[src/rtl/cfg_pkg.sv]
// Shared types and helpers for the configuration scan-chain loader.
package cfg_pkg;

  localparam int CFG_BYTE_W = 8;

  typedef enum logic [2:0] {
    IDLE      = 3'd0,
    WAIT_BYTE = 3'd1,
    SHIFT_LO  = 3'd2,
    SHIFT_HI  = 3'd3,
    DONE      = 3'd4
  } cfg_state_t;

  // Number of host bytes needed to fill a chain of chain_len bits.
  function automatic int cfg_num_bytes(input int chain_len);
    return (chain_len + CFG_BYTE_W - 1) / CFG_BYTE_W;
  endfunction

endpackage

[src/rtl/cfg_clk_div.sv]
// Phase timer for prog_clk: phase_done_o marks the last clk cycle of a CLK_DIV-long phase.
module cfg_clk_div #(
  parameter int CLK_DIV = 2
) (
  input  logic clk,
  input  logic rst_n,
  input  logic restart_i,
  output logic phase_done_o
);

  localparam int CW = (CLK_DIV > 1) ? $clog2(CLK_DIV) : 1;

  logic [CW-1:0] cnt_q, cnt_d;

  assign phase_done_o = (cnt_q == CW'(CLK_DIV - 1));

  // Holding restart_i high parks the counter at zero between phases.
  always_comb begin
    cnt_d = cnt_q + CW'(1);
    if (restart_i) cnt_d = '0;
  end

  always_ff @(posedge clk or negedge rst_n) begin
    if (!rst_n) cnt_q <= '0;
    else        cnt_q <= cnt_d;
  end

endmodule

[src/rtl/cfg_chain_loader.sv]
// Serializes host bytes MSB-first onto the configuration scan chain with a divided prog_clk.
// Optional readback of the previous chain contents via prog_out: define CFG_READBACK_EN.
module cfg_chain_loader
  import cfg_pkg::*;
#(
  parameter int CHAIN_LEN = 80,
  parameter int CLK_DIV   = 2
) (
  input  logic                  clk,
  input  logic                  rst_n,
  input  logic                  start,
  input  logic                  abort,
  input  logic [CFG_BYTE_W-1:0] s_data,
  input  logic                  s_valid,
  output logic                  s_ready,
  output logic                  prog_clk,
  output logic                  prog_en,
  output logic                  prog_in,
  input  logic                  prog_out,
  output logic                  busy,
  output logic                  done,
`ifdef CFG_READBACK_EN
  output logic [CFG_BYTE_W-1:0] rb_data,
  output logic                  rb_valid,
`endif
  output cfg_state_t            dbg_state
);

  localparam int CW = $clog2(CHAIN_LEN + 1);

  // Handshake: a byte moves only in a cycle where s_valid && s_ready are both high;
  // s_ready is high only in WAIT_BYTE and drops in an abort cycle so no byte is taken then.
  cfg_state_t    state_q, state_d;
  logic [CW-1:0] bit_cnt_q, bit_cnt_d;
  logic [2:0]    bit_idx_q, bit_idx_d;
  logic [6:0]    shreg_q, shreg_d;
  logic          prog_clk_q, prog_clk_d;
  logic          prog_en_q, prog_en_d;
  logic          prog_in_q, prog_in_d;
  logic          busy_q, busy_d;
  logic          done_q, done_d;
  logic          phase_done;
  logic          div_restart;
  logic          sample_en;

  assign s_ready   = (state_q == WAIT_BYTE) && !abort;
  assign prog_clk  = prog_clk_q;
  assign prog_en   = prog_en_q;
  assign prog_in   = prog_in_q;
  assign busy      = busy_q;
  assign done      = done_q;
  assign dbg_state = state_q;

  assign div_restart = !((state_q == SHIFT_LO) || (state_q == SHIFT_HI)) || phase_done;

  cfg_clk_div #(.CLK_DIV(CLK_DIV)) u_clk_div (
    .clk         (clk),
    .rst_n       (rst_n),
    .restart_i   (div_restart),
    .phase_done_o(phase_done)
  );

  always_comb begin
    state_d    = state_q;
    bit_cnt_d  = bit_cnt_q;
    bit_idx_d  = bit_idx_q;
    shreg_d    = shreg_q;
    prog_clk_d = prog_clk_q;
    prog_en_d  = prog_en_q;
    prog_in_d  = prog_in_q;
    busy_d     = busy_q;
    done_d     = 1'b0;
    sample_en  = 1'b0;
    if (abort) begin
      state_d    = IDLE;
      prog_clk_d = 1'b0;
      prog_en_d  = 1'b0;
      prog_in_d  = 1'b0;
      busy_d     = 1'b0;
    end else begin
      unique case (state_q)
        IDLE: begin
          if (start) begin
            state_d   = WAIT_BYTE;
            busy_d    = 1'b1;
            bit_cnt_d = '0;
            prog_en_d = 1'b1;
          end
        end
        WAIT_BYTE: begin
          if (s_valid) begin
            shreg_d   = s_data[6:0];
            bit_idx_d = 3'd7;
            prog_in_d = s_data[7];
            state_d   = SHIFT_LO;
          end
        end
        SHIFT_LO: begin
          if (phase_done) begin
            state_d    = SHIFT_HI;
            prog_clk_d = 1'b1;
            sample_en  = 1'b1;
          end
        end
        SHIFT_HI: begin
          if (phase_done) begin
            prog_clk_d = 1'b0;
            bit_cnt_d  = bit_cnt_q + CW'(1);
            // Trailing bits of the last byte are dropped once the chain is full.
            if (bit_cnt_q == CW'(CHAIN_LEN - 1)) begin
              state_d = DONE;
            end else if (bit_idx_q == 3'd0) begin
              state_d = WAIT_BYTE;
            end else begin
              bit_idx_d = bit_idx_q - 3'd1;
              prog_in_d = shreg_q[6];
              shreg_d   = {shreg_q[5:0], 1'b0};
              state_d   = SHIFT_LO;
            end
          end
        end
        DONE: begin
          state_d   = IDLE;
          prog_en_d = 1'b0;
          busy_d    = 1'b0;
          done_d    = 1'b1;
        end
        default: state_d = IDLE;
      endcase
    end
  end

  always_ff @(posedge clk or negedge rst_n) begin
    if (!rst_n) begin
      state_q    <= IDLE;
      bit_cnt_q  <= '0;
      bit_idx_q  <= '0;
      shreg_q    <= '0;
      prog_clk_q <= 1'b0;
      prog_en_q  <= 1'b0;
      prog_in_q  <= 1'b0;
      busy_q     <= 1'b0;
      done_q     <= 1'b0;
    end else begin
      state_q    <= state_d;
      bit_cnt_q  <= bit_cnt_d;
      bit_idx_q  <= bit_idx_d;
      shreg_q    <= shreg_d;
      prog_clk_q <= prog_clk_d;
      prog_en_q  <= prog_en_d;
      prog_in_q  <= prog_in_d;
      busy_q     <= busy_d;
      done_q     <= done_d;
    end
  end

`ifdef CFG_READBACK_EN
  logic [6:0]            rb_sh_q, rb_sh_d;
  logic [2:0]            rb_cnt_q, rb_cnt_d;
  logic [CFG_BYTE_W-1:0] rb_data_q, rb_data_d;
  logic                  rb_valid_q, rb_valid_d;
  logic [CFG_BYTE_W-1:0] rb_assembled;

  assign rb_data      = rb_data_q;
  assign rb_valid     = rb_valid_q;
  assign rb_assembled = {rb_sh_q, prog_out};

  // prog_out is taken the cycle before prog_clk rises, i.e. before the chain shifts.
  always_comb begin
    rb_sh_d    = rb_sh_q;
    rb_cnt_d   = rb_cnt_q;
    rb_data_d  = rb_data_q;
    rb_valid_d = 1'b0;
    if (abort || (state_q == IDLE)) begin
      rb_sh_d  = '0;
      rb_cnt_d = '0;
    end else if (sample_en) begin
      if ((rb_cnt_q == 3'd7) || (bit_cnt_q == CW'(CHAIN_LEN - 1))) begin
        rb_data_d  = rb_assembled << (3'd7 - rb_cnt_q);
        rb_valid_d = 1'b1;
        rb_sh_d    = '0;
        rb_cnt_d   = '0;
      end else begin
        rb_sh_d  = rb_assembled[6:0];
        rb_cnt_d = rb_cnt_q + 3'd1;
      end
    end
  end

  always_ff @(posedge clk or negedge rst_n) begin
    if (!rst_n) begin
      rb_sh_q    <= '0;
      rb_cnt_q   <= '0;
      rb_data_q  <= '0;
      rb_valid_q <= 1'b0;
    end else begin
      rb_sh_q    <= rb_sh_d;
      rb_cnt_q   <= rb_cnt_d;
      rb_data_q  <= rb_data_d;
      rb_valid_q <= rb_valid_d;
    end
  end
`else
  logic unused_rb;
  assign unused_rb = prog_out ^ sample_en;
`endif

endmodule

[config.mk]
export PLATFORM = sky130hd
export DESIGN_NAME = cfg_chain_loader
export DESIGN_NICKNAME = d
export VERILOG_FILES = /design/src/rtl/cfg_pkg.sv /design/src/rtl/cfg_clk_div.sv /design/src/rtl/cfg_chain_loader.sv
export SDC_FILE = /design/constraint.sdc
export NUM_CORES = 1
export LEC_CHECK = 0
export ABC_AREA = 0
export CAP_MARGIN = 20
export CORE_ASPECT_RATIO = 1.25
export CORE_MARGIN = 2
export CORE_UTILIZATION = 45
export CTS_CLUSTER_SIZE = 25
export DETAILED_ROUTE_END_ITERATION = 10
export PLACE_DENSITY = 0.73
export SLEW_MARGIN = 20
export SYNTH_ARGS = -nofsm -noshare
export SYNTH_HDL_FRONTEND = slang
export SYNTH_SLANG_ARGS = --single-unit
[constraint.sdc]
create_clock -name clk -period 1.8 [get_ports clk]
set_input_delay 0.36 -clock clk [delete_from_list [all_inputs] [get_ports clk]]
set_output_delay 0.36 -clock clk [all_outputs]
set_load 0.01 [all_outputs]
==> results.cfg, run 1 <==
[layout]
antenna_cells = 0
drive_above_1_share = 0.283
area_growth_pct = 26.0
nNetsFinal = 177

[cts]
clk_pin_slew_ns = 0.09
clk_path_buf_depth = 2
cts.sink_count = 25
cts-root-buf = clkbuf_8
clk_latency_ns = 0.27
cts_tree = yes
holdBufCountCts = 0
h-tree-depth = 1
cts_buffers = 3

[yosys]
synthDistinctLibCells = 40
synth_area_leaders = dfrtp_1 (43%), mux2_4 (14%), nor2_1 (3.9%), buf_6 (3.1%), mux2i_1 (2.8%)
syn_nets = 144
async_reset_ff_frac = 1.00
syn_area_um2 = 1440
synth_area_leader_cell = dfrtp_1
avgSynthCellArea_um2 = 11.4
synth_seq_cells = 25
synth_top_area_share = 0.434
yosysSeqAreaShare = 0.434
synth-edff-count = 0
syn_inst = 127
ys.flop_type = dfrtp_1
ys_warn_count = 0

[setup_path]
cp-end-kind = primary output
critPathKind = reg2out
worstPathMaxFanout = 10
cp_data_required_time_ns = 1.44
crit_path_start_kind = register
worst_ep_arrival_time_ns = 1.38

[drt]
via_count = 1041
routed_wl_um = 2810
drc = 0
detail_route.wl_per_cell_um = 14.3
vias_per_cell = 5.31
dr.pass1.iters = 4
ant_nets = 0
drtIter0Drc = 20

[die]
num_rows = 23
io_pins = 23
start_util = 0.460
fp.coreArea_um2 = 3140
dieArea_um2 = 3680
chipHeight_um = 67.3
fp.dieW_um = 54.6

[global_route]
grtUsageTotal = 0.176
grt_overflow = 0
grt_pass1_wl_um = 4810
grt_max_degree = 26
antenna_found_initial = 0
first_global_vias = 1069

[status]
status = completed

[placement]
port_buffers = 21
dpl.hpwl_um = 2150
place_congestion = 0.832

[sta]
finalSetupTns_ns = 0
drv_slew = 0
final_hold_viol_count = 0
timing.fmax_mhz = 576
layout_worst_path_cycle_share = 0.965
slew_headroom = 0.784
fin_skew_ns = 0.00382
period_needed_ns = 1.74
hold_ws_ns = 0.447
worst_pin_slew_ns = 0.325
finalSetupViolCount = 0
rsz0062_at_grt = false

[worst_hold_path]
hold_path_class = in2async

[power]
leakagePower_nw = 0.869
vdd_drop_max_mv = 0.540
cellPowerDensity_nw_per_um2 = 714

[run]
drv_cap = 0
==> placed cells by master (no fill, tap or decap), drive strengths merged, types with 2 or more instances in the layout <==
| cell | n |
|---|---|
| o21ai | 4 |
| mux2 | 16 |
| nand2 | 7 |
| o211ai | 3 |
| nor3b | 2 |
| and2 | 2 |
| nor2b | 2 |
| a31oi | 2 |
| clkdlybuf4s50 | 19 |
| buf | 14 |
| dfrtp | 25 |
| ha | 3 |
| and3 | 4 |
| clkbuf | 4 |
| nand3 | 4 |
| inv | 6 |
| nor3 | 2 |
| mux2i | 4 |
| a21oi | 3 |
| xor2 | 4 |
| nor2 | 16 |
==> Yosys cell counts (all sizes together) (2+ instances only) <==
master	n
o21ai	4
buf	7
and3	4
xor2	4
mux2	16
nand3	4
nor2	16
inv	6
nor3b	2
a31oi	2
and2	2
mux2i	4
nor2b	2
nand2	7
o211ai	3
a21oi	3
ha	3
dfrtp	25
nor3	2
==> through the flow <==
| step | setup slack, ns | instances | cell area [µm²] | power, W | util |
|---|---|---|---|---|---|
| CTS | 0.0314 | 195 | 1800 | 0.00131 | 0.574 |
| global placement | -0.144 | 191 | 1760 | 0.000962 | 0.560 |
| global route | 0.00286 | 196 | 1820 | 0.00138 | 0.580 |
| finish | 0.0632 | 196 | 1820 | 0.00130 | 0.580 |
| floorplan | 0.168 | 127 | 1440 | 0.000864 | - |
| detailed placement | -0.178 | 191 | 1760 | 0.000979 | 0.560 |
==> repair_timing <==
item | in CTS | in global routing
setup buffers | 0 | 1
endpoints found under the hold margin | 0 | 0
gates resized for setup | 1 | 4
endpoints found under the setup margin | 1 | 11
==> critical path, cell delays in order, from the launching register on <==
cell,delay (ns)
dfrtp_1,0.42
buf_6,0.16
clkdlybuf4s50_1,0.54
==> logic make-up (layout without fill, tap and decap cells) <==
family	after synthesis	after routing	share of synthesized area
and+or+nand+nor	45	45	0.171
DFF	25	25	0.434
adders and majority gates	3	3	0.0260
AOI/OAI and AO/OA	17	17	0.0980
muxes	20	20	0.186
buffers and inverters	13	45	0.0607
xor gates and xnor gates	4	4	0.0243
==> worst paths after layout <==
check,start,end,slack (ns),cells after the start
worst max-delay path,dbg_state[1]$_DFFE_PN0P_,dbg_state[1],0.06,2
min in group clk,bit_cnt_q[0]$_DFFE_PN0P_,bit_cnt_q[0]$_DFFE_PN0P_,0.52,1
worst min-delay path,rst_n,busy$_DFFE_PN0P_,0.45,2
max in group asynchronous,rst_n,dbg_state[0]$_DFFE_PN0P_,1.09,2
worst min register to register,bit_cnt_q[0]$_DFFE_PN0P_,bit_cnt_q[0]$_DFFE_PN0P_,0.52,1
worst max register to register,bit_cnt_q[0]$_DFFE_PN0P_,shreg_q[6]$_DFFE_PN0P_,0.10,6
==> cell type report <==
cell class | instances | area (µm²)
clock buffer | 4 | 45.0
sequential | 25 | 627
multi-input combinational | 89 | 732
timing repair buffer | 35 | 345
inverter | 6 | 22.5
fill | 260 | 1320
tap | 37 | 46.3
==> flip-flops by register name (all words and copies together) (netlist names) <==
register                cells
bit_cnt_q                   7
shreg_q                     7
bit_idx_q                   3
dbg_state                   3
busy                        1
done                        1
prog_clk                    1
prog_in                     1
u_clk_div.phase_done_o      1
==> routing by layer <==
| layer | part of all wire | track usage | routed length, µm | up-vias |
|---|---|---|---|---|
| li1 | - | - | - | 501 |
| met1 | 0.42 | 0.221 | 1180 | 520 |
| met2 | 0.55 | 0.314 | 1540 | 18 |
| met3 | 0.027 | 0.0199 | 75 | 2 |
| met4 | 0.0050 | 0.0406 | 14 | 0 |
| met5 | 0 | 0 | 0 | - |
==> power breakdown <==
group	total (W)	switching (W)	internal, W
Sequential	0.000688	0.0000530	0.000635
Combinational	0.000280	0.000101	0.000179
Clock	0.000330	0.000172	0.000158
Total	0.00130	0.000326	0.000972
Power figures use the tool's default switching activity.
==> run 2, diff against run 1 <==
==> constraint.sdc (replaced) <==
create_clock -name clk -period 2.25 [get_ports clk]
set_input_delay 0.45 -clock clk [delete_from_list [all_inputs] [get_ports clk]]
set_output_delay 0.45 -clock clk [all_outputs]
set_load 0.01 [all_outputs]
==> run 2 against run 1 <==
Compared with the run above:
- die area unchanged
- routed wire length decreased by 4.2%
- global-route usage decreased by 0.090 points
- final cell count decreased by 3.6%
- setup slack improved by 0.041 ns
- clock skew decreased by 0.00085 ns
- critical path depth increased by 2
- flip-flop and latch count unchanged
- clock power decreased by 20%
==> results.cfg, run 2 (same netlist as run 1, synthesis figures left out) <==
[cts]
cts.sink_count = 25
cts_tree = yes
holdBufCountCts = 0
cts_buffers = 3
clk_path_buf_depth = 2
clk_latency_ns = 0.27
postCtsSetupBuffers = 0
cts-root-buf = clkbuf_8
h-tree-depth = 1
cts_resized = 0
clk_pin_slew_ns = 0.08

[sta]
layout_worst_path_cycle_share = 0.954
fin_skew_ns = 0.00298
rsz0062_at_grt = false
slew_headroom = 0.676
final_hold_viol_count = 0
drv_slew = 0
worst_pin_slew_ns = 0.486
period_needed_ns = 2.15
finalSetupTns_ns = 0
timing.fmax_mhz = 466
finalSetupViolCount = 0

[drt]
detail_route.wl_per_cell_um = 14.3
routed_wl_um = 2690
via_count = 1030
dr.pass1.iters = 4
drtIter0Drc = 21
vias_per_cell = 5.45
drc = 0
ant_nets = 0

[global_route]
antenna_found_initial = 0
first_global_vias = 1073
grt_pass1_wl_um = 4630
grt_overflow = 0
grtUsageTotal = 0.175
grt_max_degree = 26

[layout]
nNetsFinal = 170
design_area_um2 = 1730
register_area_um2 = 626
multi_input_area_um2 = 729
antenna_cells = 0
area_growth_pct = 20.0
fillers = 278
final_common_cell = dfrtp_1
reg_top3 = bit_cnt_q: 7 flops, shreg_q: 7 flops
drive_above_1_share = 0.237
mostFrequentLayoutCells = dfrtp_1 (25), clkdlybuf4s50_1 (21), nor2_1 (15)

[setup_path]
crit_start = abort
reg2reg_from = dbg_state[0]$_DFFE_PN0P_
r2r_slack_ns = 0.41
worstPathMaxFanout = 2
critPathKind = in2out
timing.rr.end = shreg_q[4]$_DFFE_PN0P_
cp_data_required_time_ns = 1.80
worst_ep_arrival_time_ns = 1.70
crit_path_start_kind = primary input
r2r_cells = 3
cp-end-kind = primary output

[placement]
dpl.hpwl_um = 2030
port_buffers = 21
place_congestion = 0.783
dpl_cell_area_um2 = 1690

[run]
drv_cap = 0

[worst_hold_path]
min_to = shreg_q[4]$_DFFE_PN0P_
hp-start = shreg_q[4]$_DFFE_PN0P_
min_path_cells = 1
hold_path_class = reg2reg

[die]
num_rows = 23
io_pins = 23
fp.coreArea_um2 = 3140
fp.dieW_um = 54.6
start_util = 0.460
dieArea_um2 = 3680
chipHeight_um = 67.3

[status]
status = completed

[power]
cellPowerDensity_nw_per_um2 = 591
vdd_drop_max_mv = 0.408
leakagePower_nw = 0.808
-- run 2: worst max-delay path: stages --
cell and delay [ns]:
clkdlybuf4s50_1 0.43, nor3_2 0.13, and2_1 0.15, clkdlybuf4s50_1 0.53
-- run 2: worst max-delay path by stage --
stage	to	slack [ns]	depth (start not counted)
3_5_place_dp	s_ready	0.10	4
5_1_grt	s_ready	0.01	3
2_1_floorplan	bit_idx_q[0]$_DFFE_PN0P_	0.62	5
4_1_cts	s_ready	0.1	3
3_3_place_gp	s_ready	0.13	4
6_report	s_ready	0.10	4
-- run 2: area by class of cell --
class,instances,area share
Sequential cell,25,0.361
Tap cell,37,0.0267
Clock buffer,4,0.0260
Timing Repair Buffer,28,0.152
Inverter,6,0.0130
Multi-Input combinational cell,89,0.421
-- run 2: power breakdown --
group	total (W)	internal [W]	leakage, nW	switching (W)
combinational	0.000209	0.000134	0.467	0.0000747
clock	0.000265	0.000127	0.0228	0.000139
sequential	0.000550	0.000507	0.318	0.0000428
total	0.00102	0.000768	0.808	0.000256
-- run 2: per-layer routing --
metal | GRT usage | share of wire | vias to the layer above
met5 | 0 | 0 | -
met4 | 0.0750 | 0.019 | 0
met3 | 0.0199 | 0.028 | 5
met2 | 0.318 | 0.54 | 17
met1 | 0.199 | 0.41 | 514
li1 | - | - | 494
-- run 2: per-stage QoR --
stage	util	setup slack (ns)	hold slack, ns	power, W	instances
floorplan	-	0.618	0.154	0.000691	127
global placement	0.538	0.125	0.492	0.000759	185
detailed placement	0.538	0.105	0.497	0.000770	185
CTS	0.552	0.0999	0.522	0.00104	189
global route	0.552	0.00984	0.536	0.00108	189
finish	0.552	0.104	0.519	0.00102	189
